<file path="config.mk">
export PLATFORM = sky130hd
export DESIGN_NAME = costas_acq_ctrl
export DESIGN_NICKNAME = d
export VERILOG_FILES = /design/src/rtl/costas_acq_ctrl.sv
export SDC_FILE = /design/constraint.sdc
export NUM_CORES = 1
export LEC_CHECK = 0
export ABC_AREA = 1
export CORE_MARGIN = 4
export CORE_UTILIZATION = 30
export CTS_BUF_LIST = sky130_fd_sc_hd__clkbuf_4
export DETAILED_ROUTE_END_ITERATION = 12
export GPL_TIMING_DRIVEN = 0
export MAX_ROUTING_LAYER = met4
export PLACE_DENSITY = 0.52
export REMOVE_ABC_BUFFERS = 1
export SYNTH_ARGS = -nofsm -noshare
export SYNTH_HDL_FRONTEND = slang
export SYNTH_SLANG_ARGS = --single-unit
</file>
<file path="constraint.sdc">
create_clock -name sys_clk -period 13.1 [get_ports sys_clk]
set_clock_uncertainty 0.05 [all_clocks]
set_input_delay 2.62 -clock sys_clk [delete_from_list [all_inputs] [get_ports sys_clk]]
set_output_delay 2.62 -clock sys_clk [all_outputs]
set_load 0.02 [all_outputs]
</file>
<file path="src/rtl/costas_acq_ctrl.sv">
// Costas loop frequency-acquisition controller: centre-out NCO sweep, per-candidate lock scoring.
// Optional lock monitoring in LOCKED is enabled by defining COSTAS_ACQ_RELOCK_EN.
module costas_acq_ctrl #(
  parameter logic [31:0] FREQ_CENTER   = 32'd143165577,
  parameter logic [31:0] FREQ_STEP     = 32'd1431656,
  parameter int unsigned SWEEP_N       = 8,
  parameter int unsigned SETTLE_CYCLES = 3000,
  parameter int unsigned DWELL_CYCLES  = 30000,
  parameter logic [15:0] LOCK_THRESH   = 16'd12000,
  parameter int unsigned HIT_MIN       = 20000
) (
  input  logic        sys_clk,
  input  logic        sys_rst_n,
  input  logic        start,
  input  logic        abort,
  input  logic [15:0] lock_metric,
  input  logic        lock_metric_vld,
  output logic [31:0] freq_inc,
  output logic        freq_load,
  output logic        busy,
  output logic        acq_locked,
  output logic        acq_fail,
  output logic [4:0]  cand_idx
);

  localparam int unsigned CNT_MAX = (SETTLE_CYCLES > DWELL_CYCLES) ? SETTLE_CYCLES : DWELL_CYCLES;
  localparam int unsigned CW      = (CNT_MAX < 2) ? 1 : $clog2(CNT_MAX);

  localparam logic [CW-1:0] SETTLE_LAST = CW'(SETTLE_CYCLES - 1);
  localparam logic [CW-1:0] DWELL_LAST  = CW'(DWELL_CYCLES - 1);
  localparam logic [19:0]   HITS_SAT    = '1;
  localparam logic [19:0]   HIT_MIN_W   = 20'(HIT_MIN);
  localparam logic [4:0]    K_POS_MAX   = 5'(SWEEP_N);
  localparam logic [4:0]    K_LAST      = 5'd0 - K_POS_MAX;

  typedef enum logic [2:0] {
    S_IDLE,
    S_LOAD,
    S_SETTLE,
    S_DWELL,
    S_EVAL,
    S_LOCKED,
    S_FAIL
  } state_t;

  state_t          r_state;
  state_t          w_state_nxt;
  logic [CW-1:0]   r_cnt;
  logic [CW-1:0]   w_cnt_nxt;
  logic [19:0]     r_hits;
  logic [19:0]     w_hits_nxt;
  logic [19:0]     w_hits_inc;
  logic            w_hit;
  logic [4:0]      r_k;
  logic [4:0]      w_k_nxt;
  logic [4:0]      w_k_adv;
  logic [31:0]     w_k_ext;
  logic [31:0]     w_word;

  logic [31:0]     r_freq_inc;
  logic            r_freq_load;
  logic            r_busy;
  logic            r_locked;
  logic            r_fail;

  assign w_hit      = lock_metric_vld && (lock_metric >= LOCK_THRESH);
  assign w_hits_inc = (w_hit && (r_hits != HITS_SAT)) ? r_hits + 20'd1 : r_hits;

  // Centre-out order 0, +1, -1, +2, -2, ...: positive k mirrors, negative k steps outward.
  always_comb begin
    w_k_adv = 5'd1;
    if (r_k == 5'd0) begin
      w_k_adv = 5'd1;
    end else if (!r_k[4]) begin
      w_k_adv = 5'd0 - r_k;
    end else begin
      w_k_adv = (5'd0 - r_k) + 5'd1;
    end
  end

  // Sign-extended index times step, truncated: wraps modulo 2^32 by construction.
  assign w_k_ext = {{27{w_k_nxt[4]}}, w_k_nxt};
  assign w_word  = FREQ_CENTER + (w_k_ext * FREQ_STEP);

  always_ff @(posedge sys_clk or negedge sys_rst_n) begin
    if (!sys_rst_n) begin
      r_state <= S_IDLE;
    end else begin
      r_state <= w_state_nxt;
    end
  end

  always_comb begin
    w_state_nxt = r_state;
    w_cnt_nxt   = r_cnt;
    w_hits_nxt  = r_hits;
    w_k_nxt     = r_k;

    case (r_state)
      S_IDLE, S_FAIL: begin
        if (start) begin
          w_state_nxt = S_LOAD;
          w_k_nxt     = 5'd0;
        end
      end

      S_LOAD: begin
        w_state_nxt = S_SETTLE;
        w_cnt_nxt   = '0;
      end

      S_SETTLE: begin
        if (r_cnt == SETTLE_LAST) begin
          w_state_nxt = S_DWELL;
          w_cnt_nxt   = '0;
          w_hits_nxt  = '0;
        end else begin
          w_cnt_nxt = r_cnt + 1'b1;
        end
      end

      S_DWELL: begin
        w_hits_nxt = w_hits_inc;
        if (r_cnt == DWELL_LAST) begin
          w_state_nxt = S_EVAL;
          w_cnt_nxt   = '0;
        end else begin
          w_cnt_nxt = r_cnt + 1'b1;
        end
      end

      S_EVAL: begin
        w_cnt_nxt  = '0;
        w_hits_nxt = '0;
        if (r_hits >= HIT_MIN_W) begin
          w_state_nxt = S_LOCKED;
        end else if (r_k == K_LAST) begin
          w_state_nxt = S_FAIL;
        end else begin
          w_state_nxt = S_LOAD;
          w_k_nxt     = w_k_adv;
        end
      end

      S_LOCKED: begin
        if (start) begin
          w_state_nxt = S_LOAD;
          w_k_nxt     = 5'd0;
          w_cnt_nxt   = '0;
          w_hits_nxt  = '0;
        end else begin
`ifdef COSTAS_ACQ_RELOCK_EN
          w_hits_nxt = w_hits_inc;
          if (r_cnt == DWELL_LAST) begin
            w_cnt_nxt  = '0;
            w_hits_nxt = '0;
            if (w_hits_inc < HIT_MIN_W) begin
              w_state_nxt = S_LOAD;
              w_k_nxt     = 5'd0;
            end
          end else begin
            w_cnt_nxt = r_cnt + 1'b1;
          end
`else
          w_cnt_nxt  = '0;
          w_hits_nxt = '0;
`endif
        end
      end

      default: begin
        w_state_nxt = S_IDLE;
      end
    endcase

    if (abort) begin
      w_state_nxt = S_IDLE;
      w_cnt_nxt   = '0;
      w_hits_nxt  = '0;
      w_k_nxt     = r_k;
    end
  end

  always_ff @(posedge sys_clk or negedge sys_rst_n) begin
    if (!sys_rst_n) begin
      r_cnt  <= '0;
      r_hits <= '0;
      r_k    <= '0;
    end else begin
      r_cnt  <= w_cnt_nxt;
      r_hits <= w_hits_nxt;
      r_k    <= w_k_nxt;
    end
  end

  // Outputs are registered from the next state so each flag is aligned with its state.
  always_ff @(posedge sys_clk or negedge sys_rst_n) begin
    if (!sys_rst_n) begin
      r_freq_inc  <= FREQ_CENTER;
      r_freq_load <= 1'b0;
      r_busy      <= 1'b0;
      r_locked    <= 1'b0;
      r_fail      <= 1'b0;
    end else begin
      r_freq_load <= (w_state_nxt == S_LOAD);
      if (w_state_nxt == S_LOAD) begin
        r_freq_inc <= w_word;
      end
      r_busy   <= !((w_state_nxt == S_IDLE) || (w_state_nxt == S_LOCKED) ||
                    (w_state_nxt == S_FAIL));
      r_locked <= (w_state_nxt == S_LOCKED);
      r_fail   <= (w_state_nxt == S_FAIL);
    end
  end

  assign freq_inc   = r_freq_inc;
  assign freq_load  = r_freq_load;
  assign busy       = r_busy;
  assign acq_locked = r_locked;
  assign acq_fail   = r_fail;
  assign cand_idx   = r_k;

endmodule

</file>
Word level (Yosys, flattened, before mapping)

Index checks and enable logic that the tools add are counted.

Output and inout bits: 41
Bits in registers: 79
Word-level logic and storage cells: 68
Input port bits: 21

Magnitude comparators: 2
Multiplexer cells: 22
Reductions and logical operators: 14
Eq/ne operators: 15
Multipliers: 1
$add $sub $neg: 5

Operator list:

| cell                                                                    | count |
|---|---|
| 20-bit 2-to-1 mux                                                       | 3 |
| 20-bit one-hot mux with 3 select lines                                  | 1 |
| 15-bit 2-to-1 mux                                                       | 3 |
| 15-bit one-hot mux with 3 select lines                                  | 1 |
| 28-bit by 32-bit adder with 32-bit output, first input constant         | 1 |
| 32-bit by 18-bit multiplier with 29-bit output, second input constant   | 1 |
| 5-bit 2-to-1 mux                                                        | 6 |
| 20-bit by 1-bit adder with 20-bit output, second input constant         | 1 |
| 20-bit by 15-bit >= comparator with 1-bit output, second input constant | 1 |
| 20-bit != test, second input constant                                   | 1 |
| 3-bit 2-to-1 mux                                                        | 6 |
| 16-bit by 14-bit >= comparator with 1-bit output, second input constant | 1 |
| 15-bit by 1-bit adder with 15-bit output, second input constant         | 1 |
| 15-bit by 12-bit equality test with 1-bit output, second input constant | 1 |
| 15-bit equality test, second input constant                             | 1 |
| 3-bit equality test, second input constant                              | 5 |
| 3-bit one-hot mux with 5 select lines                                   | 1 |
| 5-bit one-hot mux with 2 select lines                                   | 1 |
| 4-bit nonzero test                                                      | 2 |
| 3-bit by 1-bit equality test with 1-bit output, second input constant   | 2 |
| 3-bit by 2-bit equality test with 1-bit output, second input constant   | 2 |
| 3-bit zero test                                                         | 2 |
| 3-bit != test, second input constant                                    | 2 |
| 3-bit OR reduction                                                      | 2 |
| other kinds (9)                                                         | 11 |

Depth between registers and ports, before layout

Word-level depth: 10
Gate-level depth with buffers: 44
Depth with buffers taken out: 44

Worst setup path after synthesis

OpenSTA, ideal clock, no wires.

Path kind: input-to-reg
Start point: in abort
End point: reg r_freq_inc[31], in the netlist freq_inc[31]
Path slack: 4,337 ps
Data required time: 12,932 ps
Path buffers: 1
Stages on the path: 33
Library setup time: 118 ps
Data arrival time: 8,594 ps
Path through: buf_2 > clkinv_1 > o211ai_2 > o21ai_1 > a21boi_2 > ha_1 > inv_1 > ha_1 > inv_1 > fa_1 > inv_1 > fa_1 > fa_1 > inv_1 > fa_1 > inv_1 > ha_1 > nand2_1 > inv_1 > a21oi_1 > nand3_1 > a21oi_1 > inv_1 > nand2_1 > nand2_1 > nor2_2 > inv_2 > nor2_2 > nand2_1 > nand2_2 > nand2_1 > nand4_1 > nand2_1

Word-level cells in the longest chain between the ends: 3
Elaborated cells between the ends (all ways): 5
Classes of those cells: add/sub: 1; mul: 1; eq/ne: 1; mux: 2

RTL lines:

| item                                           | line | source |
|---|---|---|
| start: declaration                             | 15   | `input logic abort,` |
| 5-bit 2-to-1 mux                               | 176  | `if (abort) begin` |
| named net w_k_nxt[4]                           | 55   | `logic [4:0] w_k_nxt;` |
| 32-bit by 18-bit multiplier with 29-bit output | 83   | `assign w_word = FREQ_CENTER + (w_k_ext * FREQ_STEP);` |
| 28-bit by 32-bit adder with 32-bit output      | 83   |  |
| end signal: assignment                         | 207  | `r_freq_inc <= w_word;` |
| end: declaration                               | 60   | `logic [31:0] r_freq_inc;` |

The timed path passes the listed nets, and every way through them passes these cells.
A chain may end at the register's enable or synchronous reset.

Worst setup path in the final report

Start point: in abort
End point: reg r_freq_inc[28], in the netlist freq_inc[28]

Same word-level chain as after synthesis.

==> impl_summary.log <==
INFO  metric dieArea = 29100 sq um
INFO  metric totalNegativeSetupSlack = 0 ns
INFO  metric outcome = completed
INFO  metric synth_enable_flop_cells = 0
INFO  metric gp_routability_congestion = 0.856
INFO  metric worst-endpoint-required = 13.43 ns
INFO  metric finalHoldViolations = 0
INFO  metric mostFrequentLayoutCells = 266 x sky130_fd_sc_hd__nand2_1, 193 x sky130_fd_sc_hd__inv_1, 105 x sky130_fd_sc_hd__nor2_1
INFO  metric ffs_w_async_s_r_synth = 100%
INFO  metric antenna_left = 0
INFO  metric numCtsBuffers = 9
INFO  metric worst_slew_pin_slew = 1.12 ns
INFO  metric drc = 0
INFO  metric route.vias.total = 6979
INFO  metric delay_of_the_slowest_critical_path_stage = 0.88 ns
INFO  metric path_common_cell = sky130_fd_sc_hd__nand2_1
INFO  metric dr.first_iter.drc_count = 450
INFO  metric max_clock_buf_depth = 2
INFO  metric insertion_delay_to_the_later_sink_of_the_worst_skew_pair = 0.48 ns
INFO  metric worst_hold_path_type = reg -> reg
INFO  metric die_height = 171 um
INFO  metric via_count_of_the_first_global_routing_pass = 6997
INFO  metric cts_max_level = 3
INFO  metric placementRows = 59
INFO  metric critical_path_class = in -> reg
INFO  metric total_routing_usage_reported_by_global_routing = 14.8%
INFO  metric timing.slew.headroom = 24.4%
INFO  metric min_period_over_period = 73.9%
INFO  metric yosysSeqAreaShare = 24.1%
INFO  metric detail_route.wirelength = 19.9 mm
INFO  metric cap_viol_max_count = 0
INFO  metric nFillCells = 2821
INFO  metric gate_count_of_the_mapped_netlist = 1112
INFO  metric postSynthAreaPerCell = 7.14 sq um
INFO  metric worst-path-max-fanout = 9
INFO  metric port_buffers = 53
INFO  metric clk_transition_reported_paths = 0.14 ns
INFO  metric holdBufCountCts = 0
INFO  metric postLayoutCoreUtil = 34.3%
INFO  metric layout-drive-gt1-share = 8.22%
INFO  metric report.final.setup_viol = 0
INFO  metric postCtsSetupRepairBufs = 0
INFO  metric initial_utilization = 30.5%
INFO  metric timing.critical_path.from_type = input pin
INFO  metric fp.dieW = 171 um
INFO  metric cts.root.buffer_cell = sky130_fd_sc_hd__clkbuf_4
INFO  metric critical_path.slowest_cell = sky130_fd_sc_hd__o21ai_0
INFO  metric netlist_area_before_placement = 7940 sq um
INFO  metric grt_start_max_net_pins = 65
INFO  metric cp-end-kind = flop
INFO  metric period_minus_slack = 9.68 ns
INFO  metric fin_area = 8950 sq um
INFO  metric post_drt_via_cell_ratio = 4.64
INFO  metric dpl.hpwl = 16.1 mm
INFO  metric achievable-frequency = 103 MHz
INFO  metric ios = 62
INFO  metric postCtsResizedCells = 0
INFO  metric final_net_count = 1299
INFO  metric crit_arrival = 10.01 ns
INFO  metric layout-area-overhead-vs-synth = 12.7%
INFO  metric grt_pass1_wl = 34.2 mm
INFO  metric unrepaired_setup_endpoints_after_global_routing = false
INFO  metric grt_antenna_before_repair = 1
INFO  metric dpl_cell_area = 8840 sq um
INFO  metric synth_warnings = 0
INFO  metric ys_ff_latch = 76
INFO  metric mostFrequentLayoutCell = sky130_fd_sc_hd__nand2_1
INFO  metric grt.overflow.total = 0
INFO  metric routed_wire_length_per_instance = 13.2 um
INFO  metric detail_route.first_pass.iterations = 5
INFO  metric core_region_area = 26100 sq um
INFO  metric tritoncts = done
INFO  metric synth-main-ff-cell = sky130_fd_sc_hd__dfrtp_1
INFO  metric clock_sinks = 76
INFO  metric final_max_slew_viol_count = 0
INFO  metric yosys.cell_types.count = 54
-- path summary, 6_finish.rpt --
path / from / slack, ns / cells past startpoint / to
setup / recovery: abort / 3.42 / 32 / freq_inc[28]
hold / removal: freq_inc[23] / 0.42 / 2 / freq_inc[23]
setup reg to reg: cand_idx[0] / 5.32 / 38 / freq_inc[28]
hold reg to reg: freq_inc[23] / 0.42 / 2 / freq_inc[23]
max in group asynchronous: sys_rst_n / 10.40 / 2 / freq_inc[7]
min in group asynchronous: sys_rst_n / 1.94 / 1 / freq_inc[31]
-- flip-flops by register name (all words and copies together) (netlist names), 3 cells and up --
register	cells
cand_idx	5
freq_inc	29
r_cnt	15
r_state	3
r_hits	20
-- per-layer routing --
metal	share of wire (%)	vias up	routed length, um	global-route usage [%]
li1	-	3617	-	-
met1	50	3259	9870	20.1
met2	46	89	9140	24.0
met3	3.4	14	670	1.94
met4	0.90	0	178	2.92
met5	0	-	0	-
-- synthesized netlist by cell type, types with 3 or more instances --
cell	n	area (sq um)
sky130_fd_sc_hd__a21oi_1	34	170
sky130_fd_sc_hd__a31oi_1	9	56.3
sky130_fd_sc_hd__buf_2	8	40.0
sky130_fd_sc_hd__buf_4	4	30.0
sky130_fd_sc_hd__dfrtp_1	69	1730
sky130_fd_sc_hd__dfstp_2	7	184
sky130_fd_sc_hd__fa_1	35	701
sky130_fd_sc_hd__ha_1	80	1000
sky130_fd_sc_hd__inv_1	193	724
sky130_fd_sc_hd__inv_2	16	60.1
sky130_fd_sc_hd__nand2_1	266	998
sky130_fd_sc_hd__nand2_2	18	113
sky130_fd_sc_hd__nand2_4	3	33.8
sky130_fd_sc_hd__nand3_1	67	335
sky130_fd_sc_hd__nand3_2	7	70.1
sky130_fd_sc_hd__nand3b_1	6	45.0
sky130_fd_sc_hd__nand4_1	20	125
sky130_fd_sc_hd__nor2_1	105	394
sky130_fd_sc_hd__nor2_2	14	87.6
sky130_fd_sc_hd__nor2_4	3	33.8
sky130_fd_sc_hd__nor3_1	21	105
sky130_fd_sc_hd__nor4_1	9	56.3
sky130_fd_sc_hd__o2111ai_1	3	26.3
sky130_fd_sc_hd__o21a_1	3	22.5
sky130_fd_sc_hd__o21ai_0	37	185
sky130_fd_sc_hd__o21ai_1	7	35.0
sky130_fd_sc_hd__xnor2_1	9	78.8
sky130_fd_sc_hd__xor2_1	21	184
-- critical path, delay by kind of cell --
family / cells / cell delay (ns)
fa+ha+maj: 7 / 3.12
buf+inv: 7 / 1.31
compound gates: 4 / 1.41
simple gates: 14 / 1.53
-- kinds of logic after synthesis --
group	after synthesis	synth area share, %
and+or+nand+nor	547	31.0
other	2	0.0946
DFF	76	24.1
adders and majority gates	115	21.4
xor gates and xnor gates	33	3.92
AOI/OAI and AO/OA	113	8.38
buffers and inverters	226	11.1
-- cell type report --
type                    instances  area [sq um]  share of cell area, %
inverters                     211           792                   8.85
clock inverters                 6          31.3                  0.350
clock buffers                  10          75.1                  0.839
diodes                          1          2.50                 0.0280
multi-input cells             811          5160                   57.7
well taps                     335           419                   4.69
repair buffers                 54           556                   6.21
flip-flops and latches         76          1910                   21.4
-- per-stage QoR --
step / hold slack [ns] / setup slack [ns] / std cells
2_1_floorplan: 0.436 / 4.48 / 1098
3_3_place_gp: 0.406 / 2.55 / 1486
3_5_place_dp: 0.403 / 2.85 / 1487
5_1_grt: 0.460 / 2.75 / 1504
6_report: 0.422 / 3.42 / 1504
4_1_cts: 0.424 / 3.36 / 1503
Power is left out: the tool's default activity adds up to more than one toggle a clock period on the data nets, which glitch-free logic cannot reach.
